--- config.mk ---
export PLATFORM = sky130hd
export DESIGN_NAME = seven_seg_scan_driver
export DESIGN_NICKNAME = d
export VERILOG_FILES = /design/src/rtl/seven_seg_pkg.sv /design/src/rtl/seven_seg_decoder.sv /design/src/rtl/seven_seg_scan_driver.sv
export SDC_FILE = /design/constraint.sdc
export NUM_CORES = 1
export LEC_CHECK = 0
export BUFFER_PORTS_ARGS = -buffer_cell sky130_fd_sc_hd__buf_4
export CORE_ASPECT_RATIO = 2
export CORE_MARGIN = 2
export CORE_UTILIZATION = 50
export DETAILED_ROUTE_END_ITERATION = 8
export HOLD_SLACK_MARGIN = 0.05
export PLACE_DENSITY = 0.71
export SYNTH_ARGS = -nofsm -noshare
export SYNTH_HDL_FRONTEND = slang
export SYNTH_SLANG_ARGS = --single-unit
--- constraint.sdc ---
create_clock -name clk -period 3.5 [get_ports clk]
set_input_delay 0.35 -clock clk [delete_from_list [all_inputs] [get_ports clk]]
set_output_delay 0.35 -clock clk [all_outputs]
set_load 0.01 [all_outputs]
--- src/rtl/seven_seg_pkg.sv ---
// Shared types and glyph table for the seven-segment scan driver.
// Optional feature macro used by the top: SEVEN_SEG_DIMMING_EN.
package seven_seg_pkg;

    typedef enum logic {BLANK, DRIVE} scan_state_t;

    typedef logic [6:0] seg_t;

    localparam seg_t SEG_DASH = 7'h40;

    // Active-high glyphs, bit0=a .. bit6=g; non-decimal codes show a dash.
    function automatic seg_t bcd_to_seg(input logic [3:0] nib);
        seg_t seg;
        case (nib)
            4'd0:    seg = 7'h3F;
            4'd1:    seg = 7'h06;
            4'd2:    seg = 7'h5B;
            4'd3:    seg = 7'h4F;
            4'd4:    seg = 7'h66;
            4'd5:    seg = 7'h6D;
            4'd6:    seg = 7'h7D;
            4'd7:    seg = 7'h07;
            4'd8:    seg = 7'h7F;
            4'd9:    seg = 7'h6F;
            default: seg = SEG_DASH;
        endcase
        return seg;
    endfunction

endpackage

--- src/rtl/seven_seg_decoder.sv ---
// Combinational BCD nibble to segment pattern, with output polarity select.
module seven_seg_decoder
    import seven_seg_pkg::*;
#(
    parameter bit Active_Low = 1'b1
) (
    input  logic [3:0] i_nibble,
    output logic [6:0] o_seg
);

    seg_t w_seg;

    always_comb begin
        w_seg = bcd_to_seg(i_nibble);
        o_seg = Active_Low ? ~w_seg : w_seg;
    end

endmodule

--- src/rtl/seven_seg_scan_driver.sv ---
// Time-multiplexed 7-segment scan driver with blanking gaps and per-frame input snapshot.
// Optional brightness PWM enabled by defining SEVEN_SEG_DIMMING_EN.
module seven_seg_scan_driver
    import seven_seg_pkg::*;
#(
    parameter int Digit_Count        = 3,
    parameter int Dwell_Cycles       = 1000,
    parameter int Blank_Cycles       = 16,
    parameter bit Segment_Active_Low = 1'b1,
    parameter bit Digit_Active_Low   = 1'b1
) (
    input  logic                       clk,
    input  logic                       clk_en,
    input  logic                       sync_rst,
    input  logic [Digit_Count*4-1:0]   nibbles_in,
    input  logic [Digit_Count-1:0]     nibbles_valid,
`ifdef SEVEN_SEG_DIMMING_EN
    input  logic [3:0]                 brightness,
`endif
    output logic [6:0]                 segments,
    output logic [Digit_Count-1:0]     digit_select,
    output logic                       frame_done
);

    localparam int MAX_CYC = (Dwell_Cycles > Blank_Cycles) ? Dwell_Cycles : Blank_Cycles;
    localparam int CNT_W   = $clog2(MAX_CYC);
    localparam int IDX_W   = (Digit_Count > 1) ? $clog2(Digit_Count) : 1;

    localparam logic [CNT_W-1:0] DWELL_LAST = CNT_W'(Dwell_Cycles - 1);
    localparam logic [CNT_W-1:0] BLANK_LAST = CNT_W'(Blank_Cycles - 1);
    localparam logic [IDX_W-1:0] IDX_LAST   = IDX_W'(Digit_Count - 1);

    localparam logic [6:0]             SEG_OFF  = Segment_Active_Low ? 7'h7F : 7'h00;
    localparam logic [Digit_Count-1:0] DSEL_OFF = Digit_Active_Low ? '1 : '0;

    scan_state_t                r_state;
    logic [CNT_W-1:0]           r_count;
    logic [IDX_W-1:0]           r_index;
    logic [Digit_Count*4-1:0]   r_snap_nib;
    logic [Digit_Count-1:0]     r_snap_vld;
    logic [6:0]                 r_segments;
    logic [Digit_Count-1:0]     r_digit_select;
    logic                       r_frame_done;

    scan_state_t                w_state_next;
    logic [CNT_W-1:0]           w_count_next;
    logic [IDX_W-1:0]           w_index_next;
    logic                       w_snap_capture;
    logic                       w_frame_wrap;
    logic [Digit_Count*4-1:0]   w_snap_nib_next;
    logic [Digit_Count-1:0]     w_snap_vld_next;
    logic [3:0]                 w_cur_nib;
    logic [6:0]                 w_dec_seg;
    logic                       w_pwm_on;
    logic [Digit_Count-1:0]     w_dsel_act;
    logic [6:0]                 w_segments_next;
    logic [Digit_Count-1:0]     w_digit_select_next;

    // Next-state logic: BLANK and DRIVE alternate, index advances after each DRIVE.
    always_comb begin
        w_state_next   = r_state;
        w_count_next   = r_count + 1'b1;
        w_index_next   = r_index;
        w_snap_capture = 1'b0;
        w_frame_wrap   = 1'b0;
        case (r_state)
            BLANK: begin
                if (r_count == BLANK_LAST) begin
                    w_state_next   = DRIVE;
                    w_count_next   = '0;
                    w_snap_capture = (r_index == '0);
                end
            end
            DRIVE: begin
                if (r_count == DWELL_LAST) begin
                    w_state_next = BLANK;
                    w_count_next = '0;
                    if (r_index == IDX_LAST) begin
                        w_index_next = '0;
                        w_frame_wrap = 1'b1;
                    end else begin
                        w_index_next = r_index + 1'b1;
                    end
                end
            end
            default: begin
                w_state_next = BLANK;
                w_count_next = '0;
                w_index_next = '0;
            end
        endcase
    end

    // Outputs are registered from next-state values so they change with the state.
    always_comb begin
        w_snap_nib_next = w_snap_capture ? nibbles_in    : r_snap_nib;
        w_snap_vld_next = w_snap_capture ? nibbles_valid : r_snap_vld;
        w_cur_nib       = w_snap_nib_next[{w_index_next, 2'b00} +: 4];
    end

    seven_seg_decoder #(
        .Active_Low (Segment_Active_Low)
    ) u_decoder (
        .i_nibble (w_cur_nib),
        .o_seg    (w_dec_seg)
    );

`ifdef SEVEN_SEG_DIMMING_EN
    logic [3:0] r_pwm_count;
    logic [3:0] w_pwm_next;

    // PWM restarts at every DRIVE entry; BLANK keeps it at zero.
    always_comb begin
        w_pwm_next = (r_state == BLANK) ? 4'd0 : r_pwm_count + 4'd1;
        w_pwm_on   = (w_pwm_next <= brightness);
    end

    always_ff @(posedge clk) begin
        if (sync_rst) begin
            r_pwm_count <= 4'd0;
        end else if (clk_en) begin
            r_pwm_count <= w_pwm_next;
        end
    end
`else
    assign w_pwm_on = 1'b1;
`endif

    always_comb begin
        w_dsel_act      = '0;
        w_segments_next = SEG_OFF;
        if (w_state_next == DRIVE) begin
            w_segments_next = w_dec_seg;
            if (w_snap_vld_next[w_index_next] && w_pwm_on) begin
                w_dsel_act[w_index_next] = 1'b1;
            end
        end
        w_digit_select_next = Digit_Active_Low ? ~w_dsel_act : w_dsel_act;
    end

    always_ff @(posedge clk) begin
        if (sync_rst) begin
            r_state    <= BLANK;
            r_count    <= '0;
            r_index    <= '0;
            r_snap_nib <= '0;
            r_snap_vld <= '0;
        end else if (clk_en) begin
            r_state    <= w_state_next;
            r_count    <= w_count_next;
            r_index    <= w_index_next;
            r_snap_nib <= w_snap_nib_next;
            r_snap_vld <= w_snap_vld_next;
        end
    end

    always_ff @(posedge clk) begin
        if (sync_rst) begin
            r_segments     <= SEG_OFF;
            r_digit_select <= DSEL_OFF;
            r_frame_done   <= 1'b0;
        end else if (clk_en) begin
            r_segments     <= w_segments_next;
            r_digit_select <= w_digit_select_next;
            r_frame_done   <= w_frame_wrap;
        end
    end

    assign segments     = r_segments;
    assign digit_select = r_digit_select;
    assign frame_done   = r_frame_done;

endmodule
==> flow_summary.ini, run 1 <==
[die]
die_w_um = 50.49
ioPinCount = 29
dieArea_um2 = 4896
fp-row-count = 33
core_um2 = 4129
start_util_pct = 52.33
fp.dieH_um = 96.97

[route]
routed_wirelength_mm = 5.180
drt_iter0_drc = 53
top_layer = met4
via_per_inst = 5.684
route.met3.wl_um = 114
wl_met1_mm = 2.116
num_vias = 1904
met2_length_mm = 2.807
antenna_left = 0
dr.pass1.iters = 4
wl_per_cell_um = 15.46
drc = 0

[critical_path]
cp_common_cell = inv_1
crit_path_max_fanout = 5
cpPeakStageDelay_ns = 0.59
worstPathRequired_ns = 3.67
cpLargestDelayFamily = simple AND/OR/NAND/NOR gates
end_kind = register
criticalPathCategory = reg2reg
crit_chain = or4_4 > nor4_4 > mux2_2 > a21boi_0 > a211o_1 > inv_1 > ha_1 > inv_1 > or3_1 > mux2i_1 > a211oi_1
ff2ff_path_depth = 11
start_kind = register
cp.depth = 11
critPathSlowestCell = or4_4
cp.arrival_ns = 3.37
cp_num_buf_inv = 2

[timing]
finalClockSkew_ns = 0.004788
hold_viol = 0
post-route-min-period_ns = 3.205
report.final.slew_viol_count = 0
slew_headroom_pct = 60.86
rsz0062_at_grt = false
fin_crit_sh_pct = 91.57
max_freq_ghz = 0.3120
setup_viol = 0
tightest_slew_ns = 0.5826
fin_setup_tns_ns = 0

[placement]
gp_congestion = 0.9048
dpl.hpwl_mm = 3.914
port_buffers = 28
postPlaceCellArea_um2 = 2437

[finish]
drive_gt1_share_pct = 21.55
num-fill-cells = 396
antenna_cells = 0
fin_nets = 308
area_growth_pct = 16.16
multi_input_area_um2 = 1314
regArea_um2 = 780.7
finalInstanceArea_um2 = 2510

[cts]
post-cts-setup-buffers = 0
clock_latency_ns = 0.30
hold_buffers = 0
clock_path_buffers = 2
postCtsResizedCells = 0
path_clk_slew_ns = 0.07
ctsHtreeMaxLevel = 2
clock-sinks = 39
cts_root_buf = clkbuf_8
cts_buffers = 5
cts_tree = done

[logic_synthesis]
syn_area_um2 = 2161
yosys_warnings = 0
yosysUniqueCellTypes = 59
synth_edf_count = 0
syn_nets = 278
syn_inst = 254
async_flop_share_pct = 0
synth-seq-cells = 39
synth_area_leader_cell = dfxtp_1
netlist.area_leader.share_pct = 36.13
synth_area_leaders = dfxtp_1, nand2_1, mux2i_1
ys_seq_area_share_pct = 36.13
avgSynthCellArea_um2 = 8.507
ys.flop_type = dfxtp_1

[hold_path]
min_path_cells = 3
hp-class = in2reg

[power]
p_leak_uw = 0.0009113
peakVddDrop_mv = 0.3189
p_per_area_nw_per_um2 = 315.2

[global_route]
grt_pass1_vias = 1854
grt_max_degree = 31
grt_first_pass_wirelength_mm = 8.666
antenna_found_initial = 0
grt_usage_pct = 22.74
grt.overflow.total = 0

[flow_run]
cap_violations = 0

[run_status]
status = completed
-- synth_stat cells (all sizes together), types with 5 or more instances --
library cell	count
nand2	47
dfxtp	39
nor2	25
a21oi	19
mux2i	11
clkbuf	8
a211oi	7
nand3	7
o21ai	7
ha	6
inv	6
xor2	6
nand2b	5
-- path summary, 6_finish.rpt --
kind / start / endpoint / slack (ns)
setup / recovery: r_count[5] / segments[4] / 0.29
hold / removal: nibbles_in[6] / r_snap_nib[6] / 0.30
setup reg to reg: r_count[5] / segments[4] / 0.29
hold reg to reg: r_snap_vld[0] / r_snap_vld[0] / 0.46
-- area by class of cell --
class / instances / area share [%]
timing repair buffer: 34 / 10.17
sequential: 39 / 31.11
clock buffer: 6 / 2.891
multi-input combinational: 198 / 52.34
tap: 52 / 2.592
inverter: 6 / 0.8973
-- through the flow --
step | power (uW) | hold WS (ns) | instances | setup slack [ns] | utilization, %
finish | 791.2 | 0.3013 | 335 | 0.2949 | 60.79
detailed placement | 518.9 | 0.4563 | 329 | 0.2965 | 59.03
global placement | 517.7 | 0.4445 | 329 | 0.3868 | 59.03
global route | 811.4 | 0.3263 | 335 | 0.02950 | 60.79
floorplan | 493.7 | 0.4312 | 254 | 0.2353 | -
CTS | 798.3 | 0.3045 | 335 | 0.2908 | 60.79
-- state kept, by name (all words and copies together) (netlist names) --
register      cells
digit_select      3
frame_done        1
r_count          10
r_index           2
r_snap_nib       12
r_snap_vld        3
r_state           1
segments          7
-- worst reg2reg max path, cell delays in order (launching register included) --
cell and delay [ns]:
dfxtp_1 0.35, or4_4 0.59, nor4_4 0.44, mux2_2 0.40, a21boi_0 0.12, a211o_1 0.28, inv_1 0.13, ha_1 0.15
inv_1 0.05, or3_1 0.36, mux2i_1 0.14, a211oi_1 0.08
-- kinds of logic (layout without fill, tap and decap cells) --
family / Yosys count / count (layout) / share of synthesized area [%]
muxes: 12 / 12 / 5.617
xor gates and xnor gates: 9 / 9 / 3.648
adders and majority gates: 6 / 6 / 3.474
and+or+nand+nor: 113 / 113 / 26.87
DFF: 39 / 39 / 36.13
buffers and inverters: 17 / 46 / 3.069
AOI/OAI and AO/OA: 58 / 58 / 21.19
-- power breakdown --
part | internal (uW) | total, uW | switching, uW | leakage [uW]
Combinational | 26.8 | 57.2 | 30.4 | 0.000559
Sequential | 448 | 452 | 3.49 | 0.000315
Clock | 133 | 282 | 149 | 0.0000371
-- layer usage --
| layer | global-route usage, % | vias up |
|---|---|---|
| met4 | 9.771 | 0 |
| met2 | 40.59 | 33 |
| met1 | 25.80 | 897 |
| li1 | - | 962 |
| met5 | 0 | - |
| met3 | 3.241 | 12 |
-- cells in the final DEF (no fill, tap or decap), types with 2 or more instances in the layout --
cell type	instances
xnor2_1	3
clkbuf_8	5
nand2b_1	5
and2_1	3
o21ai_0	6
or3_1	2
nand3_1	7
nor2b_1	3
a211oi_1	7
nand4_1	3
xor2_1	6
o31ai_1	2
nand2_1	47
ha_1	6
inv_1	6
buf_4	34
nand3b_1	2
nor2_1	24
o221a_2	2
dfxtp_1	39
a21oi_1	19
o311ai_2	2
nor3_1	2
mux2i_1	11
or2_2	2
o22ai_1	2
(Power assumes the default switching activity.)
==> inputs of run 2 (changes only) <==
--- a/config.mk
+++ b/config.mk
@@ -14,4 +14,5 @@
 export PLACE_DENSITY = 0.71
 export SYNTH_ARGS = -nofsm -noshare
 export SYNTH_HDL_FRONTEND = slang
+export SYNTH_HIERARCHICAL = 1
 export SYNTH_SLANG_ARGS = --single-unit
==> run 2 against run 1 <==
Critical path depth is the same. Die area shrank 1.9%. Clock skew is 0.0033 ns higher. Global-route usage down 2.1 points. First-iteration DRC count fell by 5.7%. Wire length shrank 13%. Non-clock buffer count shrank 4. Register-to-register slack gained 0.20 ns. Hold slack got worse by 0.0053 ns. Setup slack better by 0.20 ns. Combinational power decreased by 1%. Power grew 6.8%. Largest power group unchanged.
==> flow_summary.ini, run 2 <==
[logic_synthesis]
syn_area_um2 = 2117
syn_nets = 263
synthTopCellsByCount = dfxtp_1, nand2_1, a21oi_1, nor2_1, mux2i_1
yosysUniqueCellTypes = 52
netlist.area_leader.share_pct = 36.88
synth_area_leader_cell = dfxtp_1
synth_edf_count = 0
synth_area_leaders = dfxtp_1, nand2_1, mux2i_1
yosysMostFrequentCell = dfxtp_1
yosys_warnings = 6
async_flop_share_pct = 0
synth-seq-cells = 39
avgSynthCellArea_um2 = 8.858
syn_inst = 239
ys.flop_type = dfxtp_1
ys_seq_area_share_pct = 36.88

[placement]
port_buffers = 28
gp_congestion = 0.7544
pre_cts_ws_ns = 0.5265
dpl.hpwl_mm = 3.357

[route]
num_vias = 1738
drt_iter0_drc = 50
routed_wirelength_mm = 4.504
wl_per_cell_um = 14.30
drc = 0
dr.pass1.iters = 4
antenna_left = 0
via_per_inst = 5.517

[critical_path]
cpPeakStageDelay_ns = 0.48
r2r_setup_slack_ns = 0.50
cp.arrival_ns = 3.19
critPathSlowestCell = and4_1
start_kind = register
criticalPathCategory = reg2reg
r2r_start = r_count[0]
crit_path_max_fanout = 10
rr_endpoint = segments[0]
worstPathRequired_ns = 3.69
cpLargestDelayFamily = simple AND/OR/NAND/NOR gates
crit_chain = ha_1 > nor4bb_4 > and4_1 > buf_4 > mux2i_1 > o211ai_1 > o31a_1 > mux2i_1 > a22oi_1 > o22ai_1 > nand2b_1
end_kind = register
cp_common_cell = mux2i_1
ff2ff_path_depth = 11
cp_num_buf_inv = 1

[power]
switching_share_pct = 22.45
p_per_area_nw_per_um2 = 350.6
p_leak_uw = 0.0008851
p_switching_uw = 189.8
internal_power_uw = 655.5
peakVddDrop_mv = 0.3255
power_frac_seq_pct = 53.6
combinationalPowerShare_pct = 6.7
pwr-share-clk_pct = 39.7

[global_route]
antenna_found_initial = 0
grt_usage_pct = 20.59
grt_max_degree = 33
grt.overflow.total = 0
grt_pass1_vias = 1700
grt_first_pass_wirelength_mm = 7.396

[timing]
fin_ws_ns = 0.4960
setup_viol = 0
finalClockSkew_ns = 0.008087
report.final.slew_viol_count = 0
max_freq_ghz = 0.3329
hold_viol = 0
post-route-min-period_ns = 3.004
fin_setup_tns_ns = 0
rsz0062_at_grt = false
tightest_slew_ns = 0.6188
slew_headroom_pct = 58.75
fin_crit_sh_pct = 85.83

[finish]
antenna_cells = 0
regArea_um2 = 780.7
regMostFlops = r_snap_nib
area_growth_pct = 13.89
largest_register_ffs = 12
layout_common_cells = dfxtp_1, nand2_1, buf_4
drive_gt1_share_pct = 20.53
num-fill-cells = 373
fin_nets = 286
final_common_cell = dfxtp_1
multi_input_area_um2 = 1217

[cts]
ctsHtreeMaxLevel = 2
path_clk_slew_ns = 0.08
post-cts-setup-buffers = 0
clock_path_buffers = 2
cts_tree = done
cts_buffers = 5
hold_buffers = 0
clock_latency_ns = 0.30
cts_root_buf = clkbuf_8
clock-sinks = 39
postCtsResizedCells = 0

[die]
ioPinCount = 29
die_w_um = 50.01
dieArea_um2 = 4802
core_um2 = 4088
start_util_pct = 51.79
fp.dieH_um = 96.02
fp-row-count = 33

[hold_path]
min_path_cells = 3
min_from = nibbles_in[10]
hp-class = in2reg
holdPathEnd = r_snap_nib[10]

[flow_run]
cap_violations = 0

[run_status]
status = completed
[run 2: changes by cell type after synthesis, sizes merged, moves of 4 or more]
cell    previous run  this run
nand2             47        35
buf                3         8
nand3              7         2
nand2b             5         9
nor2              25        21
o22ai              3         7
[run 2: worst max-delay path by stage]
stage	startpoint	to	slack [ns]	depth (start not counted)
after floorplan	r_count[0]	segments[0]	0.86	13
after global placement	r_count[0]	segments[2]	0.59	11
after detailed placement	r_count[0]	segments[0]	0.53	11
after CTS	r_count[0]	segments[0]	0.51	11
after global routing	r_count[1]	segments[2]	0.26	12
final	r_count[0]	segments[0]	0.50	11
[run 2: kinds of logic (layout without fill, tap and decap cells)]
group / Yosys count / count (layout) / share of synthesized area (%)
mux: 15 / 15 / 7.387
buf+inv: 20 / 44 / 5.614
flops: 39 / 39 / 36.88
compound gates: 51 / 51 / 16.67
xor+xnor: 9 / 9 / 3.724
fa+ha+maj: 6 / 6 / 3.546
simple gates: 99 / 99 / 26.18
[run 2: power by group through the flow]
stage	registers, uW	clock network (uW)	logic (uW)
CTS	453	345	57.3
detailed placement	463	0	57.4
global route	454	358	63.0
global placement	463	0	57.1
finish	453	336	56.6
floorplan	462	0	34.8
[run 2: stage by stage]
stage / utilization (%) / power, uW / cells / hold WS, ns / cell area, um^2
2_1_floorplan: - / 497.1 / 239 / 0.4312 / 2117
5_1_grt: 58.98 / 874.4 / 315 / 0.3164 / 2411
4_1_cts: 58.98 / 854.8 / 315 / 0.2967 / 2411
6_report: 58.98 / 845.3 / 315 / 0.2960 / 2411
3_3_place_gp: 56.54 / 520.2 / 307 / 0.4398 / 2311
3_5_place_dp: 56.54 / 520.8 / 307 / 0.4440 / 2311
[run 2: layout make-up]
type,instances,area share (%)
multi-input combinational,180,50.49
inverter,6,0.9341
timing repair buffer,30,9.341
sequential,39,32.38
clock buffer,8,4.152
tap,52,2.698
[run 2: per-layer routing]
metal  vias to the layer above  wire, um  part of all wire [%]  global-route usage, %
li1                        883         -                     -                      -
met1                       821      1617                    36                  17.17
met2                        23      2584                    57                  41.67
met3                        11       118                   2.6                  4.037
met4                         0       182                   4.0                  12.96
met5                         -         0                     0                      0
[run 2: worst register-to-register path: cells and delay by family, from the launching register on]
| family | cells | cell delay (ns) |
|---|---|---|
| AOI/OAI and AO/OA | 4 | 0.82 |
| adders and majority gates | 1 | 0.23 |
| buffers and inverters | 1 | 0.24 |
| DFF | 1 | 0.38 |
| muxes | 2 | 0.36 |
| and+or+nand+nor | 3 | 0.87 |
==> inputs of run 3 (changes only) <==
--- a/config.mk
+++ b/config.mk
@@ -12,6 +12,7 @@
 export DETAILED_ROUTE_END_ITERATION = 8
 export HOLD_SLACK_MARGIN = 0.05
 export PLACE_DENSITY = 0.71
+export REMOVE_ABC_BUFFERS = 1
 export SYNTH_ARGS = -nofsm -noshare
 export SYNTH_HDL_FRONTEND = slang
 export SYNTH_HIERARCHICAL = 1
==> run 3 against run 2 <==
Hold slack better by 0.010 ns. Sequential power hardly changed. Via count fell by 1.7%. Register-to-register slack worse by 0.06 ns. Largest cell class unchanged. Sequential share of layout area grew 0.10 points. Critical path type unchanged. Clock power about the same. Count of clock-buffer cells in the layout stayed put. Combinational power is essentially flat. Critical path depth did not move.
==> flow_summary.ini, run 3 (synthesis gave the netlist of run 2 again) <==
[finish]
regMostFlops = r_snap_nib
drive_gt1_share_pct = 20.23
regArea_um2 = 780.7
layout_common_cells = dfxtp_1, nand2_1, buf_4
largest_register_ffs = 12
fin_nets = 285
antenna_cells = 0
multi_input_area_um2 = 1217
final_common_cell = dfxtp_1
postLayoutCoreUtil_pct = 58.80
finalInstanceArea_um2 = 2404
num-fill-cells = 364
area_growth_pct = 13.53

[route]
drc = 0
routed_wirelength_mm = 4.520
dr.pass1.iters = 4
num_vias = 1708
via_per_inst = 5.439
wl_per_cell_um = 14.39
drt_iter0_drc = 19
antenna_left = 0

[timing]
post-route-min-period_ns = 3.060
report.final.slew_viol_count = 0
finalClockSkew_ns = 0.004872
tightest_slew_ns = 0.5591
fin_crit_sh_pct = 87.42
rsz0062_at_grt = false
max_freq_ghz = 0.3268
hold_viol = 0
fin_setup_tns_ns = 0
setup_viol = 0
slew_headroom_pct = 62.73

[critical_path]
worstPathRequired_ns = 3.69
r2r_start = r_count[0]
rr_endpoint = segments[3]
crit_path_max_fanout = 7
crit_chain = ha_1 > nor4bb_4 > and4_1 > mux2i_1 > o221ai_1 > inv_1 > ha_1 > mux2i_1 > a22oi_1 > o22ai_1 > nand2b_1
criticalPathCategory = reg2reg
start_kind = register
cpPeakStageDelay_ns = 0.49
end_kind = register
critPathSlowestCell = and4_1
cp.arrival_ns = 3.25
r2r_setup_slack_ns = 0.44
ff2ff_path_depth = 11

[hold_path]
holdPathEnd = r_snap_vld[2]
min_from = nibbles_valid[2]
min_path_cells = 3
hp-class = in2reg

[placement]
dpl.hpwl_mm = 3.326
port_buffers = 28
gp_congestion = 0.7999
postPlaceCellArea_um2 = 2303

[run_status]
status = completed

[global_route]
grt_first_pass_wirelength_mm = 7.548
grt.overflow.total = 0
grt_pass1_vias = 1728
antenna_found_initial = 0
grt_usage_pct = 20.61
grt_max_degree = 33

[die]
ioPinCount = 29
dieArea_um2 = 4802
start_util_pct = 51.79
core_um2 = 4088
fp-row-count = 33
fp.dieH_um = 96.02
die_w_um = 50.01

[cts]
hold_buffers = 0
clock_latency_ns = 0.29
cts_root_buf = clkbuf_8
post-cts-setup-buffers = 0
ctsHtreeMaxLevel = 2
clock-sinks = 39
postCtsResizedCells = 0
cts_tree = done
path_clk_slew_ns = 0.07
cts_buffers = 5
clock_path_buffers = 2

[power]
peakVddDrop_mv = 0.2495
p_per_area_nw_per_um2 = 352.2
p_leak_uw = 0.0008797

[flow_run]
cap_violations = 0
## run 3: cell count changes in the layout (fill, tap and decap cells not counted)
cell	change
buf_4	-1
## run 3: routing by layer
metal  track usage, %  vias to the layer above  wire length [um]
met4            10.88                        0               146
met2            41.78                       27              2632
li1                 -                      881                 -
met1            18.46                      786              1633
met3            3.261                       14               108
met5                0                        -                 0
## run 3: critical path: cells and delay by family (launching register included)
family / cells / cell delay, ns
simple gates: 3 / 0.88
buf+inv: 1 / 0.17
mux: 2 / 0.33
flops: 1 / 0.40
compound gates: 3 / 0.72
fa+ha+maj: 2 / 0.45
## run 3: stage by stage
step	power, uW	setup WS, ns	cells	hold slack (ns)
global placement	519.8	0.5005	306	0.4369
detailed placement	520.5	0.4308	306	0.4499
CTS	856.3	0.4258	314	0.3052
global route	873.3	0.001615	314	0.3083
floorplan	487.8	0.7021	225	0.4191
finish	846.6	0.4402	314	0.3062
## run 3: worst max path at each step
| stage | cells after the start | slack (ns) | end | from |
|---|---|---|---|---|
| 3_3_place_gp | 11 | 0.50 | segments[5] | r_count[0] |
| 4_1_cts | 11 | 0.43 | segments[3] | r_count[0] |
| 3_5_place_dp | 11 | 0.43 | segments[3] | r_count[0] |
| 6_report | 11 | 0.44 | segments[3] | r_count[0] |
| 2_1_floorplan | 11 | 0.70 | segments[5] | r_count[0] |
| 5_1_grt | 11 | 0.002 | segments[3] | r_count[0] |
## run 3: area by class of cell
| class | count | share of cell area, % |
|---|---|---|
| clock buffers | 8 | 4.164 |
| inverters | 6 | 0.9370 |
| multi-input cells | 180 | 50.65 |
| flip-flops and latches | 39 | 32.48 |
| well taps | 52 | 2.707 |
| repair buffers | 29 | 9.058 |
## run 3: where the power goes
part	switching, uW	total [uW]	internal, uW
clock	157	337	180
sequential	4.34	453	449
combinational	29.9	56.7	26.8
total	191	847	655
